## config.mk

```make
export PLATFORM = sky130hd
export DESIGN_NAME = ixu_decode_stage
export DESIGN_NICKNAME = d
export VERILOG_FILES = /design/src/rtl/ixu_pkg.sv /design/src/rtl/ixu_decode_lane.sv /design/src/rtl/ixu_decode_stage.sv
export SDC_FILE = /design/constraint.sdc
export NUM_CORES = 1
export LEC_CHECK = 0
export BUFFER_PORTS_ARGS = -buffer_cell sky130_fd_sc_hd__buf_2
export CORE_MARGIN = 10
export CORE_UTILIZATION = 50
export DETAILED_ROUTE_END_ITERATION = 16
export GPL_TIMING_DRIVEN = 0
export PLACE_DENSITY = 0.73
export SYNTH_ARGS = -nofsm -noshare
export SYNTH_HDL_FRONTEND = slang
export SYNTH_SLANG_ARGS = --single-unit
```

## constraint.sdc

```tcl
create_clock -name clk -period 3 [get_ports clk]
set_clock_uncertainty 0.15 [all_clocks]
set_input_delay 0.6 -clock clk [delete_from_list [all_inputs] [get_ports clk]]
set_output_delay 0.6 -clock clk [all_outputs]
set_load 0.01 [all_outputs]
```

## src/rtl/ixu_pkg.sv

```systemverilog
// Shared types for the IXU decode stage: op encoding, RV32I opcodes and the per-lane decode record.
package ixu_pkg;

    typedef enum logic [3:0] {
        OP_ADD   = 4'h0,
        OP_SUB   = 4'h1,
        OP_XOR   = 4'h2,
        OP_OR    = 4'h3,
        OP_AND   = 4'h4,
        OP_SLL   = 4'h5,
        OP_SRL   = 4'h6,
        OP_SRA   = 4'h7,
        OP_SLT   = 4'h8,
        OP_SLTU  = 4'h9,
        OP_LUI   = 4'hA,
        OP_AUIPC = 4'hB
    } ixu_op_e;

    localparam logic [6:0] OPC_R     = 7'b0110011;
    localparam logic [6:0] OPC_I     = 7'b0010011;
    localparam logic [6:0] OPC_LUI   = 7'b0110111;
    localparam logic [6:0] OPC_AUIPC = 7'b0010111;

    typedef struct packed {
        ixu_op_e     op;
        logic [4:0]  rs1;
        logic [4:0]  rs2;
        logic [4:0]  rd;
        logic [19:0] imm;
        logic        is_imm;
        logic        is_nop;
        logic        illegal;
    } ixu_dec_t;

    // funct3 selects the ALU op; alt picks SUB/SRA (funct7 = 0x20) on the shared encodings.
    function automatic ixu_op_e f3_to_op(input logic [2:0] f3, input logic alt);
        ixu_op_e op;
        case (f3)
            3'b000:  op = alt ? OP_SUB : OP_ADD;
            3'b001:  op = OP_SLL;
            3'b010:  op = OP_SLT;
            3'b011:  op = OP_SLTU;
            3'b100:  op = OP_XOR;
            3'b101:  op = alt ? OP_SRA : OP_SRL;
            3'b110:  op = OP_OR;
            default: op = OP_AND;
        endcase
        return op;
    endfunction

endpackage

```

## src/rtl/ixu_decode_lane.sv

```systemverilog
// Combinational decode of one RV32I ALU/U-type word into an ixu_dec_t record.
module ixu_decode_lane
    import ixu_pkg::*;
(
    input  logic [31:0] inst,
    output ixu_dec_t    dec
);

    logic [6:0] opcode;
    logic [4:0] rd;
    logic [2:0] f3;
    logic [4:0] rs1;
    logic [4:0] rs2;
    logic [6:0] f7;
    logic       ok;
    logic       alt;

    assign opcode = inst[6:0];
    assign rd     = inst[11:7];
    assign f3     = inst[14:12];
    assign rs1    = inst[19:15];
    assign rs2    = inst[24:20];
    assign f7     = inst[31:25];

    always_comb begin
        dec = '0;
        ok  = 1'b0;
        alt = 1'b0;
        case (opcode)
            OPC_R: begin
                alt     = (f7 == 7'h20);
                ok      = (f7 == 7'h00) || (alt && (f3 == 3'b000 || f3 == 3'b101));
                dec.op  = f3_to_op(f3, alt);
                dec.rs1 = rs1;
                dec.rs2 = rs2;
                dec.rd  = rd;
            end
            OPC_I: begin
                // Only the shift-immediates constrain the upper bits; there is no SUBI.
                alt = (f3 == 3'b101) && (f7 == 7'h20);
                if (f3 == 3'b001)      ok = (f7 == 7'h00);
                else if (f3 == 3'b101) ok = (f7 == 7'h00) || (f7 == 7'h20);
                else                   ok = 1'b1;
                dec.op     = f3_to_op(f3, alt);
                dec.rs1    = rs1;
                dec.rd     = rd;
                dec.imm    = {{8{inst[31]}}, inst[31:20]};
                dec.is_imm = 1'b1;
            end
            OPC_LUI, OPC_AUIPC: begin
                ok         = 1'b1;
                dec.op     = (opcode == OPC_LUI) ? OP_LUI : OP_AUIPC;
                dec.rd     = rd;
                dec.imm    = inst[31:12];
                dec.is_imm = 1'b1;
            end
            default: ok = 1'b0;
        endcase

        if (inst == 32'h0000_0000 || inst == 32'h0000_0013) begin
            dec        = '0;
            dec.is_nop = 1'b1;
        end else if (!ok) begin
            dec         = '0;
            dec.illegal = 1'b1;
        end
    end

endmodule

```

## src/rtl/ixu_decode_stage.sv

```systemverilog
// Registered multi-lane IXU decode stage: per-lane decode, intra-bundle RAW detection,
// output register plus skid entry, and a saturating illegal-lane counter.
module ixu_decode_stage
    import ixu_pkg::*;
#(
    parameter int NUM_LANES = 2,
    parameter int ILL_CNT_W = 8
) (
    input  logic                   clk,
    input  logic                   rst_n,
    input  logic                   flush,
    input  logic                   in_valid,
    output logic                   in_ready,
    input  logic [NUM_LANES*32-1:0] in_inst,
    output logic                   out_valid,
    input  logic                   out_ready,
    output logic [NUM_LANES*4-1:0]  out_op,
    output logic [NUM_LANES*5-1:0]  out_rs1,
    output logic [NUM_LANES*5-1:0]  out_rs2,
    output logic [NUM_LANES*5-1:0]  out_rd,
    output logic [NUM_LANES*20-1:0] out_imm,
    output logic [NUM_LANES-1:0]    out_is_imm,
    output logic [NUM_LANES-1:0]    out_is_nop,
    output logic [NUM_LANES-1:0]    out_illegal,
    output logic [NUM_LANES-1:0]    out_raw_dep,
    output logic [ILL_CNT_W-1:0]    ill_count
);

    // Handshake: a bundle moves on a side only in a cycle where valid && ready at the
    // rising edge; in_ready comes straight from the skid flag, never from out_ready.
    ixu_dec_t             dec    [NUM_LANES];
    ixu_dec_t             out_q  [NUM_LANES];
    ixu_dec_t             skid_q [NUM_LANES];
    logic [NUM_LANES-1:0] raw;
    logic [NUM_LANES-1:0] out_raw_q;
    logic [NUM_LANES-1:0] skid_raw_q;
    logic                 out_valid_q;
    logic                 skid_valid_q;
    logic                 accept;
    logic [3:0]           ill_pop;
    logic [ILL_CNT_W+3:0] ill_sum;
    logic [ILL_CNT_W-1:0] ill_count_q;

    for (genvar g = 0; g < NUM_LANES; g++) begin : g_lane
        ixu_decode_lane u_lane (
            .inst (in_inst[32*g +: 32]),
            .dec  (dec[g])
        );
        assign out_op[4*g +: 4]    = out_q[g].op;
        assign out_rs1[5*g +: 5]   = out_q[g].rs1;
        assign out_rs2[5*g +: 5]   = out_q[g].rs2;
        assign out_rd[5*g +: 5]    = out_q[g].rd;
        assign out_imm[20*g +: 20] = out_q[g].imm;
        assign out_is_imm[g]       = out_q[g].is_imm;
        assign out_is_nop[g]       = out_q[g].is_nop;
        assign out_illegal[g]      = out_q[g].illegal;
    end

    // A lane depends on an earlier one when it reads a nonzero rd that lane writes.
    always_comb begin
        raw = '0;
        for (int j = 0; j < NUM_LANES; j++) begin
            for (int i = 0; i < j; i++) begin
                if (!dec[i].illegal && !dec[i].is_nop && dec[i].rd != 5'd0 &&
                    (dec[j].rs1 == dec[i].rd || (!dec[j].is_imm && dec[j].rs2 == dec[i].rd)))
                    raw[j] = 1'b1;
            end
        end
    end

    always_comb begin
        ill_pop = '0;
        for (int i = 0; i < NUM_LANES; i++)
            ill_pop = ill_pop + 4'(dec[i].illegal);
        ill_sum = {4'b0, ill_count_q} + (ILL_CNT_W+4)'(ill_pop);
    end

    assign in_ready    = !skid_valid_q;
    assign accept      = in_valid && in_ready;
    assign out_valid   = out_valid_q;
    assign out_raw_dep = out_raw_q;
    assign ill_count   = ill_count_q;

    always_ff @(posedge clk or negedge rst_n) begin
        if (!rst_n) begin
            out_valid_q  <= 1'b0;
            skid_valid_q <= 1'b0;
            out_raw_q    <= '0;
            skid_raw_q   <= '0;
            ill_count_q  <= '0;
            for (int i = 0; i < NUM_LANES; i++) begin
                out_q[i]  <= '0;
                skid_q[i] <= '0;
            end
        end else if (flush) begin
            out_valid_q  <= 1'b0;
            skid_valid_q <= 1'b0;
        end else begin
            if (accept) begin
                if (ill_sum > {4'b0, {ILL_CNT_W{1'b1}}}) ill_count_q <= '1;
                else                                      ill_count_q <= ill_sum[ILL_CNT_W-1:0];
            end
            if (!out_valid_q || out_ready) begin
                // Skid is older than anything at the input, and in_ready is low while it is full.
                if (skid_valid_q) begin
                    out_q        <= skid_q;
                    out_raw_q    <= skid_raw_q;
                    out_valid_q  <= 1'b1;
                    skid_valid_q <= 1'b0;
                end else if (accept) begin
                    out_q       <= dec;
                    out_raw_q   <= raw;
                    out_valid_q <= 1'b1;
                end else begin
                    out_valid_q <= 1'b0;
                end
            end else if (accept) begin
                skid_q       <= dec;
                skid_raw_q   <= raw;
                skid_valid_q <= 1'b1;
            end
        end
    end

endmodule

```

# Word-level counts from Yosys, hierarchy flattened
# Cells that the tools add are included.
op_classes:
  n_addsub: 2
  order_cmp: 1
  n_eq_ne: 26
  n_mux: 47
  bitwise_logic: 2
  reduce_logical: 43
op_table:
  columns: ["operator", "count"]
  rows:
  - ["$mux W42", 4]
  - ["$mux W84", 2]
  - ["$pmux W4 S7", 4]
  - ["$pmux W21 S2", 2]
  - ["$eq A32 B5 Y1 const B", 2]
  - ["$logic_not A32 Y1", 2]
  - ["$eq A7 B6 Y1 const B", 6]
  - ["$mux W5", 6]
  - ["$eq A7 B5 Y1 const B", 4]
  - ["$pmux W4 S3", 2]
  - ["$mux W1", 22]
  - ["$eq A3 B3 Y1 const B", 6]
  - ["$logic_not A7 Y1", 2]
  - ["$eq A3 B2 Y1 const B", 4]
  - ["$eq A5 B5 Y1", 2]
  - ["$logic_or A1 B1 Y1", 10]
  - ["$add A8 B2 Y9", 1]
  - ["$gt A9 B8 Y1 const B", 1]
  - ["$logic_and A1 B1 Y1", 9]
  - ["$mux W8", 1]
  - ["$reduce_or A2 Y1", 4]
  - ["$reduce_or A4 Y1", 2]
  - ["$eq A3 B1 Y1 const B", 2]
  - ["$logic_not A3 Y1", 2]
  - ["other kinds (10)", 19]
word_totals:
  reg_bits: 181
  inputBits: 69
  out_inout_bits: 96
  elab_cells: 158

# Logic depth before layout (Yosys ltp)
# Gate-level depths: netlist (run 1).
depth:
  ltp_word: 14
  ltp_mapped: 13
  depth_no_buf: 12

# By module
# Synthesis (run 1) repeated with hierarchy kept, for this count alone.
unflattened:
  hier_cells: 857
  area_unflattened_um2: 9180.1
by_module_without_submodules:
  columns: ["module", "instances", "cells_per_inst", "area_per_inst_um2"]
  rows:
  - ["ixu_decode_stage", 1, 615, 7811.2]
  - ["ixu_decode_lane", 2, 121, 684.4]

# Worst setup path after synthesis (run 1)
# Ideal clock, no wire load.
synth_path:
  path_type: "input port to flip-flop"
  startpoint: "input in_inst[26]"
  endpoint: "register ill_count_q[2], in the netlist ill_count[2]"
  arrival_time_ns: 3.210
  slack_ns: -0.493
  cell_stages: 9
  n_path_buf: 0
  cell_sequence: "or4_4 or4_4 nor4_4 nor3_1 fa_1 ha_1 and3_1 nand3_1 o21ai_0"
synth_rtl:
  columns: ["item", "line_no", "text"]
  rows:
  - ["start, declared", "ixu_decode_stage.sv:14", "input logic [NUM_LANES*32-1:0] in_inst,"]
  - ["end signal, assigned", "ixu_decode_stage.sv:101", "else ill_count_q <= ill_sum[ILL_CNT_W-1:0];"]
  - ["end, declared", "ixu_decode_stage.sv:42", "logic [ILL_CNT_W-1:0] ill_count_q;"]

==> results of run 1 <==
-- worst max-delay path by stage --
stage,from,endpoint,slack (ps),cells past startpoint
6_report,in_inst[60],ill_count[6],-4,13
5_1_grt,in_inst[60],ill_count[6],-100,13
4_1_cts,in_inst[57],ill_count[6],-20,13
3_5_place_dp,in_inst[45],ill_count[6],-720,12
3_3_place_gp,rst_n,out_rs1[0],-1780,1
2_1_floorplan,in_inst[26],ill_count[4],-190,9
-- logic make-up after synthesis --
logic type | count (synthesis) | share of synthesized area, %
buf+inv | 91 | 4.175
xor+xnor | 5 | 0.4871
fa+ha+maj | 2 | 0.3618
flops | 180 | 50.10
compound gates | 292 | 20.94
simple gates | 416 | 21.29
other cells | 1 | 0.04171
mux | 21 | 2.602
-- registers in the layout (all words and copies together) (netlist names), 2 cells and up --
register / flops
skid_q: 84
out_rs2: 10
out_illegal: 2
ill_count: 8
out_rs1: 10
out_is_imm: 2
out_imm: 40
out_is_nop: 2
out_rd: 10
out_op: 8
-- worst reg2reg max path, delay by kind of cell, from the launching register on --
family	cells	cell delay (ps)
compound gates	1	230
buf+inv	2	1010
flops	1	430
simple gates	3	780
-- routing by layer --
layer	share of wire (%)	wire, um	vias up	global-route usage (%)
met5	0	0	-	0
met2	46	14100	391	39.55
met1	42	12870	4099	34.11
met4	2.7	829	0	8.367
li1	-	-	3927	-
met3	8.7	2657	85	6.165
-- where the power goes --
part	internal, uW	switching, uW
sequential	2630	154
combinational	360	556
clock	1100	1080
-- synth_stat cells, types with 4 or more instances --
cell      instances
nand2_1         215
dfrtp_1         180
o21ai_0         100
nor2_1           67
clkbuf_1         62
a21oi_1          51
nand3_1          42
a31oi_1          22
o211ai_1         22
o21a_1           22
inv_1            15
mux2_2           15
o21ai_1          14
a22o_1           13
and3_1           13
nor3_1           12
nor3b_1          11
nor4_1           10
a22oi_2           8
nand4_1           8
a22oi_1           6
buf_2             6
nand2b_1          6
o31ai_1           6
or3_1             6
mux2i_1           5
or2_2             5
a211oi_1          4
-- metrics by stage --
stage,hold WS [ps],instances,TNS (ps),power [uW]
6_report,229.5,1431,-3.731,5884
2_1_floorplan,154.4,1008,-1101,3253
5_1_grt,251.7,1431,-398.9,6120
3_5_place_dp,312.9,1389,-33620,3705
3_3_place_gp,308.9,1388,-349940,3669
4_1_cts,214.5,1425,-17.49,5862
-- layout make-up --
type / instances / area [um^2]
timing repair buffer: 165 / 907.1
clock inverter: 14 / 137.6
inverter: 15 / 58.81
clock buffer: 18 / 429.2
antenna: 1 / 2.502
multi-input combinational: 737 / 4269
sequential: 180 / 4504
tap: 225 / 281.5
fill: 1544 / 6565
buffer: 76 / 321.6
-- what timing repair did --
item / CTS / global route
setup endpoints to repair: 10 / 67
resized for setup: 5 / 32
pin swaps: 3 / 11
setup buffers: 3 / 5
endpoints found under the hold margin: 19 / 0
cloned: 0 / 0
hold buffers: 1 / 0
==> metrics.md, run 1 <==
| Metric | Value |
|---|---|
| Yosys cell types | `66` |
| Required @ worst endpoint | `3230 ps` |
| Hold Startpoint | `flush` |
| Sequential share of the synthesized area | `50.10%` |
| Final Instance Area | `10910 um^2` |
| Clk sinks | `180` |
| Main synth FF type | `dfrtp_1` |
| # Max-Cap Violations | `0` |
| Post-route minimum period | `3004 ps` |
| Post-layout util | `62.44%` |
| Rows | `48` |
| Final HPWL DP | `22610 um` |
| Avg Synthesized Cell Area | `8.920 um^2` |
| Final #Nets | `1263` |
| WHS Endpoint | `out_valid` |
| PnR worst setup slack | `-3.731 ps` |
| Routed Antenna Nets | `0` |
| Crit path max fanout | `5` |
| Final Hold Vio Count | `0` |
| Commonest non-fill, non-tap cell in the layout | `nand2_1` |
| Clock root buffer master | `clkbuf_16` |
| Die Ht | `154.1 um` |
| Hold Path Depth | `2` |
| Synthesis-stage register bit count | `180` |
| Maximum vdd drop | `0.0004315 V` |
| Syn Nets | `1079` |
| Async set-reset flop share out of synthesis | `100.0%` |
| Synth Cell Area | `8991 um^2` |
| DR iter-0 viols | `1051` |
| Pre-Repair DR Iteration Count | `7` |
| DRC violations left | `0` |
| Die area | `23750 um^2` |
| Worst reg2reg endpoint | `skid_q[44]` |
| Initial core utilization | `51.45%` |
| Kind of cell adding the most delay to the critical path | `simple AND/OR/NAND/NOR gates` |
| Place WS | `-718.2 ps` |
| Largest area contributor in the netlist | `dfrtp_1` |
| RR Startpoint | `skid_valid_q` |
| CTS Buffer Depth | `2` |
| Post-synth EDFFs | `0` |
| Critical Path Max Stage Delay | `580 ps` |
| Crit share post-route | `100.1%` |
| Largest net degree at the start of global routing | `108` |
| Clock latency on the worst-skew pair | `450 ps` |
| Post-Syn Instances | `1008` |
| Antenna violations before repair | `1` |
| CTS tree | `yes` |
| Synthesis-to-finish area growth | `21.36%` |
| Worst R2R Path Depth | `6` |
| Top-level I/O count | `165` |
| Crit path arrival time | `3230 ps` |
| Routed wire length | `30460 um` |
| CP Launch Type | `input port` |
| Total number of H-tree levels | `4` |
| Leading cell types in the layout, fill and taps excluded | `212 x nand2_1, 180 x dfrtp_1, 158 x buf_2, 96 x o21ai_0, 65 x nor2_1` |
| Least-Margin Pin Slew | `822.5 ps` |
| Worst setup EP type | `flip-flop` |
| Status | `complete, but fails checks` |
| Cell breakdown of the critical path | `buf_8, or4_4, a2111oi_4, a211oi_4, nor2_2, or3_4, inv_4, fa_2, ha_4, and3_4, nand4_1, nor3_2, a21oi_1` |
| Via Count | `8502` |
| Hold crit path type | `in2reg` |
| PortBufs | `155` |
| Final Max Tran Viols | `0` |
| Pwr dens | `539.2 nW/um^2` |
| Via density | `5.941` |
| Routability cong. | `0.9514` |
| Placed Instance Area | `10150 um^2` |
| Top cells by area, synth | `dfrtp_1 50%, nand2_1 9.0%, o21ai_0 5.6%, a21oi_1 2.8%, nor2_1 2.8%` |
| Share of layout cells above drive strength 1 | `23.40%` |
| GRT Overall Usage | `25.45%` |
| Setup-failing EPs final | `1` |
| Slowest cell on crit path | `or4_4` |
| Crit path kind | `in2reg` |
| First-pass GRT wire length | `48290 um` |
| Number of global-route vias before repair | `8466` |
| Failing checks | `negative setup slack` |
| Leak pwr | `0.004839 uW` |
| Drt wl/cell | `21.29 um` |
| Core area | `17480 um^2` |
| Worst reg2reg setup slack | `330 ps` |
| RSZ-0062 raised after global routing | `yes` |
| Crit path buf inv count | `2` |
| Share of the synthesized area in the top cell type | `50.10%` |
| Die Width | `154.1 um` |
| Clock transition at path regs | `80 ps` |
| Grt total ovfl | `0` |
| Syn. warnings | `0` |
| CTS Buf Count | `17` |
| Max-slew headroom | `45.17%` |
| Max Freq | `332.9 MHz` |
No activity file was read; power rests on OpenSTA's default activity.
==> run 2: changes to the inputs <==
Settings changed: CORE_MARGIN 10 to not set.
==> run 2 against run 1 <==
  * The flow finishes with violations (negative hold slack)
  * Critical endpoint is now ill_count[4]
  * Utilization grew 0.63 points
  * Non-clock buffer count increased by 6
  * Critical path type unchanged
  * Critical path depth decreased by 1
  * Sequential cell count stayed put
==> metrics.md, run 2 (same netlist as run 1, synthesis figures left out) <==
| Metric | Value |
|---|---|
| Core area | `17420 um^2` |
| Fillers | `1491` |
| Status | `complete, but fails checks` |
| Share of layout cells above drive strength 1 | `23.14%` |
| Hold slack | `-17.18 ps` |
| GRT Overall Usage | `31.87%` |
| Max Freq | `336.3 MHz` |
| Die area | `18520 um^2` |
| Clock latency on the worst-skew pair | `440 ps` |
| Worst reg2reg setup slack | `260 ps` |
| Clock root buffer master | `clkbuf_16` |
| Setup-failing EPs final | `0` |
| Non-filler cells, final | `1435` |
| Via Count | `8568` |
| Top reg by flops | `skid_q` |
| Number of global-route vias before repair | `7873` |
| CTS Buffer Depth | `2` |
| Via density | `5.971` |
| Final Max Tran Viols | `0` |
| Die Ht | `136.1 um` |
| Routed wire length | `29070 um` |
| PortBufs | `155` |
| First-pass GRT wire length | `44200 um` |
| Pwr dens | `547.0 nW/um^2` |
| Antenna violations before repair | `0` |
| Commonest non-fill, non-tap cell in the layout | `nand2_1` |
| Total Negative Setup Slacks | `0 ps` |
| CTS Buf Count | `17` |
| Die Width | `136.1 um` |
| Crit path kind | `in2reg` |
| Pre-Repair DR Iteration Count | `5` |
| Ant. Diodes | `0` |
| Crit share post-route | `99.12%` |
| Initial core utilization | `51.62%` |
| Total number of H-tree levels | `4` |
| Crit path arrival time | `3190 ps` |
| Max-slew headroom | `41.69%` |
| Post-layout util | `63.07%` |
| Post-route minimum period | `2974 ps` |
| RSZ-0062 raised after global routing | `yes` |
| Worst R2R Path Depth | `6` |
| Maximum vdd drop | `0.0004165 V` |
| Cts hold-fix bufs | `0` |
| Final #Nets | `1269` |
| Rows | `48` |
| Hold crit path type | `in2async` |
| RR Startpoint | `out_valid` |
| Grt total ovfl | `0` |
| Power Total | `6008 uW` |
| # Max-Cap Violations | `0` |
| DRC violations left | `0` |
| Top-level I/O count | `165` |
| DR iter-0 viols | `685` |
| Leak pwr | `0.004883 uW` |
| Routability cong. | `0.9299` |
| CP Launch Type | `input port` |
| Crit path max fanout | `5` |
| Drt wl/cell | `20.26 um` |
| Largest net degree at the start of global routing | `110` |
| Required @ worst endpoint | `3220 ps` |
| Least-Margin Pin Slew | `874.6 ps` |
| Worst reg2reg endpoint | `out_op[0]` |
| Clk sinks | `180` |
| Synthesis-to-finish area growth | `22.17%` |
| Failing checks | `negative hold slack` |
| Worst setup EP type | `flip-flop` |
| Final Hold Vio Count | `26` |
| Clock transition at path regs | `70 ps` |
| Dpl cells | `1389` |
| Routed Antenna Nets | `0` |
| Max reg flops | `84` |
| Leading cell types in the layout, fill and taps excluded | `215 x nand2_1, 180 x dfrtp_1, 158 x buf_2, 99 x o21ai_0, 66 x nor2_1` |
| CTS tree | `yes` |
| Final HPWL DP | `20610 um` |
-- run 2: worst max-delay path by stage --
stage	from	to	slack (ps)	cells past startpoint
finish	in_inst[57]	ill_count[4]	30	12
global placement	rst_n	out_rs1[3]	-1770	1
CTS	in_inst[60]	ill_count[2]	-3	12
detailed placement	in_inst[57]	ill_count[2]	-760	11
global route	in_inst[57]	skid_raw_q[1]	-30	9
floorplan	in_inst[26]	ill_count[4]	-190	9
-- run 2: power by group --
| group | switching (uW) | internal [uW] | leakage (uW) | total [uW] |
|---|---|---|---|---|
| Sequential | 153 | 2630 | 0.00238 | 2780 |
| Clock | 979 | 1360 | 0.000285 | 2330 |
| Combinational | 536 | 354 | 0.00222 | 890 |
-- run 2: metal layers --
layer	routed length (um)	vias up	share of wire, %	global-route usage (%)
met2	13260	438	46	47.91
met3	2678	70	9.2	7.532
met4	792	0	2.7	11.54
met1	12340	4136	42	44.73
li1	-	3924	-	-
met5	0	-	0	0
-- run 2: what timing repair did --
| item | 4_1_cts | 5_1_grt |
|---|---|---|
| endpoints found under the setup margin | 20 | 66 |
| pin swaps | 7 | 11 |
| setup buffers | 7 | 9 |
| gates resized for setup | 5 | 19 |
-- run 2: metrics by stage --
stage	setup WS [ps]	cell area, um^2
finish	26.48	10980
global route	-31.08	10980
CTS	-3.025	10830
detailed placement	-755.6	10150
global placement	-1767	10110
floorplan	-188.5	9051
-- run 2: area by class of cell --
type	instances	area (um^2)	share of cell area (%)
Clock buffer	20	456.7	4.158
Tap cell	225	281.5	2.563
Sequential cell	180	4504	41.01
Inverter	15	58.81	0.5354
Clock inverter	11	151.4	1.378
Buffer	75	316.6	2.882
Multi-Input combinational cell	737	4269	38.87
Timing Repair Buffer	172	945.9	8.611
-- run 2: worst max-delay path, cell delays in order --
cell and delay [ps]:
buf_6 100, or4_4 590, a2111oi_4 380, a211oi_4 100
nor2_2 150, or3_4 190, inv_4 40, fa_2 410
ha_4 170, and3_4 170, and3_4 180, o21ai_2 110
==> run 3: changes to the inputs <==
Settings changed: CELL_PAD_IN_SITES_DETAIL_PLACEMENT set to 0, CELL_PAD_IN_SITES_GLOBAL_PLACEMENT set to 1, CORE_UTILIZATION 50 to 42, PLACE_DENSITY 0.73 to 0.8, REMOVE_ABC_BUFFERS set to 1.
==> run 3 against run 2 <==
  * The flow still finishes with violations (negative hold slack)
  * Clock power is 3% lower
  * First-iteration DRC count is 19% lower
  * Design area is 0.37% lower
  * Hold slack worse by 9.5 ps
  * Sequential power hardly changed
  * Sequential cell count stayed put
  * Critical path depth is 1 higher
  * Power is 1.7% lower
  * Setup slack worse by 24 ps
  * Count of clock-buffer cells in the layout is 2 lower
  * Critical endpoint is now ill_count[6]
  * Largest cell class unchanged
  * Largest power group unchanged
  * Highest routed layer unchanged
==> metrics.md, run 3 (same netlist as run 1, synthesis figures left out) <==
| Metric | Value |
|---|---|
| Post-route minimum period | `2997 ps` |
| Worst setup EP type | `flip-flop` |
| DRT met1 WL | `11680 um` |
| Maximum vdd drop | `0.0004222 V` |
| Crit path arrival time | `3210 ps` |
| Leak pwr | `0.004850 uW` |
| Final Max Tran Viols | `0` |
| Grt total ovfl | `0` |
| Crit path kind | `in2reg` |
| Final Hold Vio Count | `21` |
| Via density | `5.555` |
| Pre-Repair DR Iteration Count | `5` |
| Number of global-route vias before repair | `7522` |
| Final #Nets | `1209` |
| Least-Margin Pin Slew | `973.3 ps` |
| Synthesis-to-finish area growth | `21.72%` |
| Top Layer Used | `met4` |
| CTS Buf Count | `17` |
| Share of layout cells above drive strength 1 | `25.22%` |
| Routability cong. | `0.8728` |
| Antenna violations before repair | `2` |
| Max-slew headroom | `34.87%` |
| DR WL met3 | `1551 um` |
| PnR worst setup slack | `2.862 ps` |
| Max reg flops | `84` |
| Clock latency on the worst-skew pair | `430 ps` |
| Total number of H-tree levels | `4` |
| Pwr dens | `539.7 nW/um^2` |
| Crit share post-route | `99.90%` |
| DRC violations left | `0` |
| PortBufs | `163` |
| Critical Path Max Stage Delay | `590 ps` |
| RSZ-0062 raised after global routing | `yes` |
| CTS tree | `yes` |
| Routed Antenna Nets | `0` |
| Fillers | `1990` |
| CTS Buffer Depth | `2` |
| Leading cell types in the layout, fill and taps excluded | `214 x nand2_1, 179 x dfrtp_1, 160 x buf_2, 99 x o21ai_0, 65 x nor2_1` |
| Top-level I/O count | `165` |
| Core area | `21020 um^2` |
| Clk sinks | `180` |
| Routed wire length | `25590 um` |
| Clock root buffer master | `clkbuf_16` |
| Initial core utilization | `42.77%` |
| Cts hold-fix bufs | `0` |
| Place WS | `-1152 ps` |
| Status | `complete, but fails checks` |
| Top reg by flops | `skid_q` |
| Max Freq | `333.7 MHz` |
| Met2 wire len | `11890 um` |
| Commonest non-fill, non-tap cell in the layout | `nand2_1` |
| Rows | `53` |
| First-pass GRT wire length | `41620 um` |
| Crit path max fanout | `5` |
| Clock transition at path regs | `70 ps` |
| # Max-Cap Violations | `0` |
| DR iter-0 viols | `558` |
| Largest net degree at the start of global routing | `108` |
| Cell breakdown of the critical path | `buf_8, or4_4, a2111oi_4, a211oi_4, nor2_2, or3_4, inv_2, fa_2, ha_4, and3_4, nand4_1, nor3_2, a21oi_2` |
| Via Count | `7927` |
| Die area | `22000 um^2` |
| CP Launch Type | `input port` |
| Die Ht | `148.3 um` |
| Failing checks | `negative hold slack` |
| Hold crit path type | `in2async` |
| Hold slack | `-26.68 ps` |
| Post-layout util | `52.06%` |
| Die Width | `148.3 um` |
| Required @ worst endpoint | `3220 ps` |
| GRT Overall Usage | `24.22%` |
| Slowest cell on crit path | `or4_4` |
| Drt wl/cell | `17.93 um` |
| Final HPWL DP | `16930 um` |
| Setup-failing EPs final | `0` |
-- run 3: metal layers --
layer  vias up  GRT usage (%)
met3        34          5.460
li1       3827              -
met5         -              0
met4         0          6.701
met2       262          38.19
met1      3804          33.43
-- run 3: layout make-up --
cell class | count | area (um^2) | share of cell area (%)
Sequential cell | 180 | 4508 | 41.19
Multi-Input combinational cell | 738 | 4300 | 39.29
Timing Repair Buffer | 186 | 1146 | 10.47
Clock buffer | 18 | 429.2 | 3.921
Tap cell | 275 | 344.1 | 3.144
Clock inverter | 13 | 150.1 | 1.372
Inverter | 15 | 61.31 | 0.5602
Antenna cell | 2 | 5.005 | 0.04573
-- run 3: final timing paths --
check | slack (ps) | start | cells after the start | endpoint
max in group asynchronous | 1760 | rst_n | 2 | out_rs1[1]
hold / removal | -30 | rst_n | 1 | out_imm[39]
setup reg to reg | 280 | skid_valid_q | 6 | out_imm[13]
hold reg to reg | 320 | out_op[5] | 2 | out_op[5]
setup / recovery | 3 | in_inst[57] | 13 | ill_count[6]
min in group clk | 270 | in_inst[39] | 3 | skid_q[23]
-- run 3: timing repair --
item                                    4_1_cts  5_1_grt
endpoints found under the setup margin      128       34
hold endpoints to repair                      0        0
buffers inserted                             10        1
gates resized for setup                      19       22
gates cloned                                  1        0
pin swaps                                    10        9
-- run 3: power breakdown --
part           switching [uW]  leakage [uW]  internal (uW)
Sequential                149       0.00238           2630
Combinational             517       0.00219            358
Clock                    1020      0.000277           1240
-- run 3: through the flow --
| stage | area, um^2 | setup TNS (ps) | total power, uW | hold WS (ps) | std cells |
|---|---|---|---|---|---|
| final | 10940 | 0 | 5906 | -26.68 | 1427 |
| after global routing | 10940 | -184.1 | 6185 | 5.578 | 1425 |
| after CTS | 10850 | 0 | 5938 | 5.148 | 1424 |
| after detailed placement | 10070 | -91490 | 3657 | 308.8 | 1382 |
| after global placement | 9832 | -1456840 | 3634 | 304.2 | 1370 |
| after floorplan | 8672 | -517600 | 3218 | 154.4 | 932 |
-- run 3: critical path: cells and delay by family --
kind | cells | cell delay, ps
AOI/OAI and AO/OA | 3 | 610
adders and majority gates | 2 | 590
buffers and inverters | 2 | 140
and+or+nand+nor | 6 | 1280
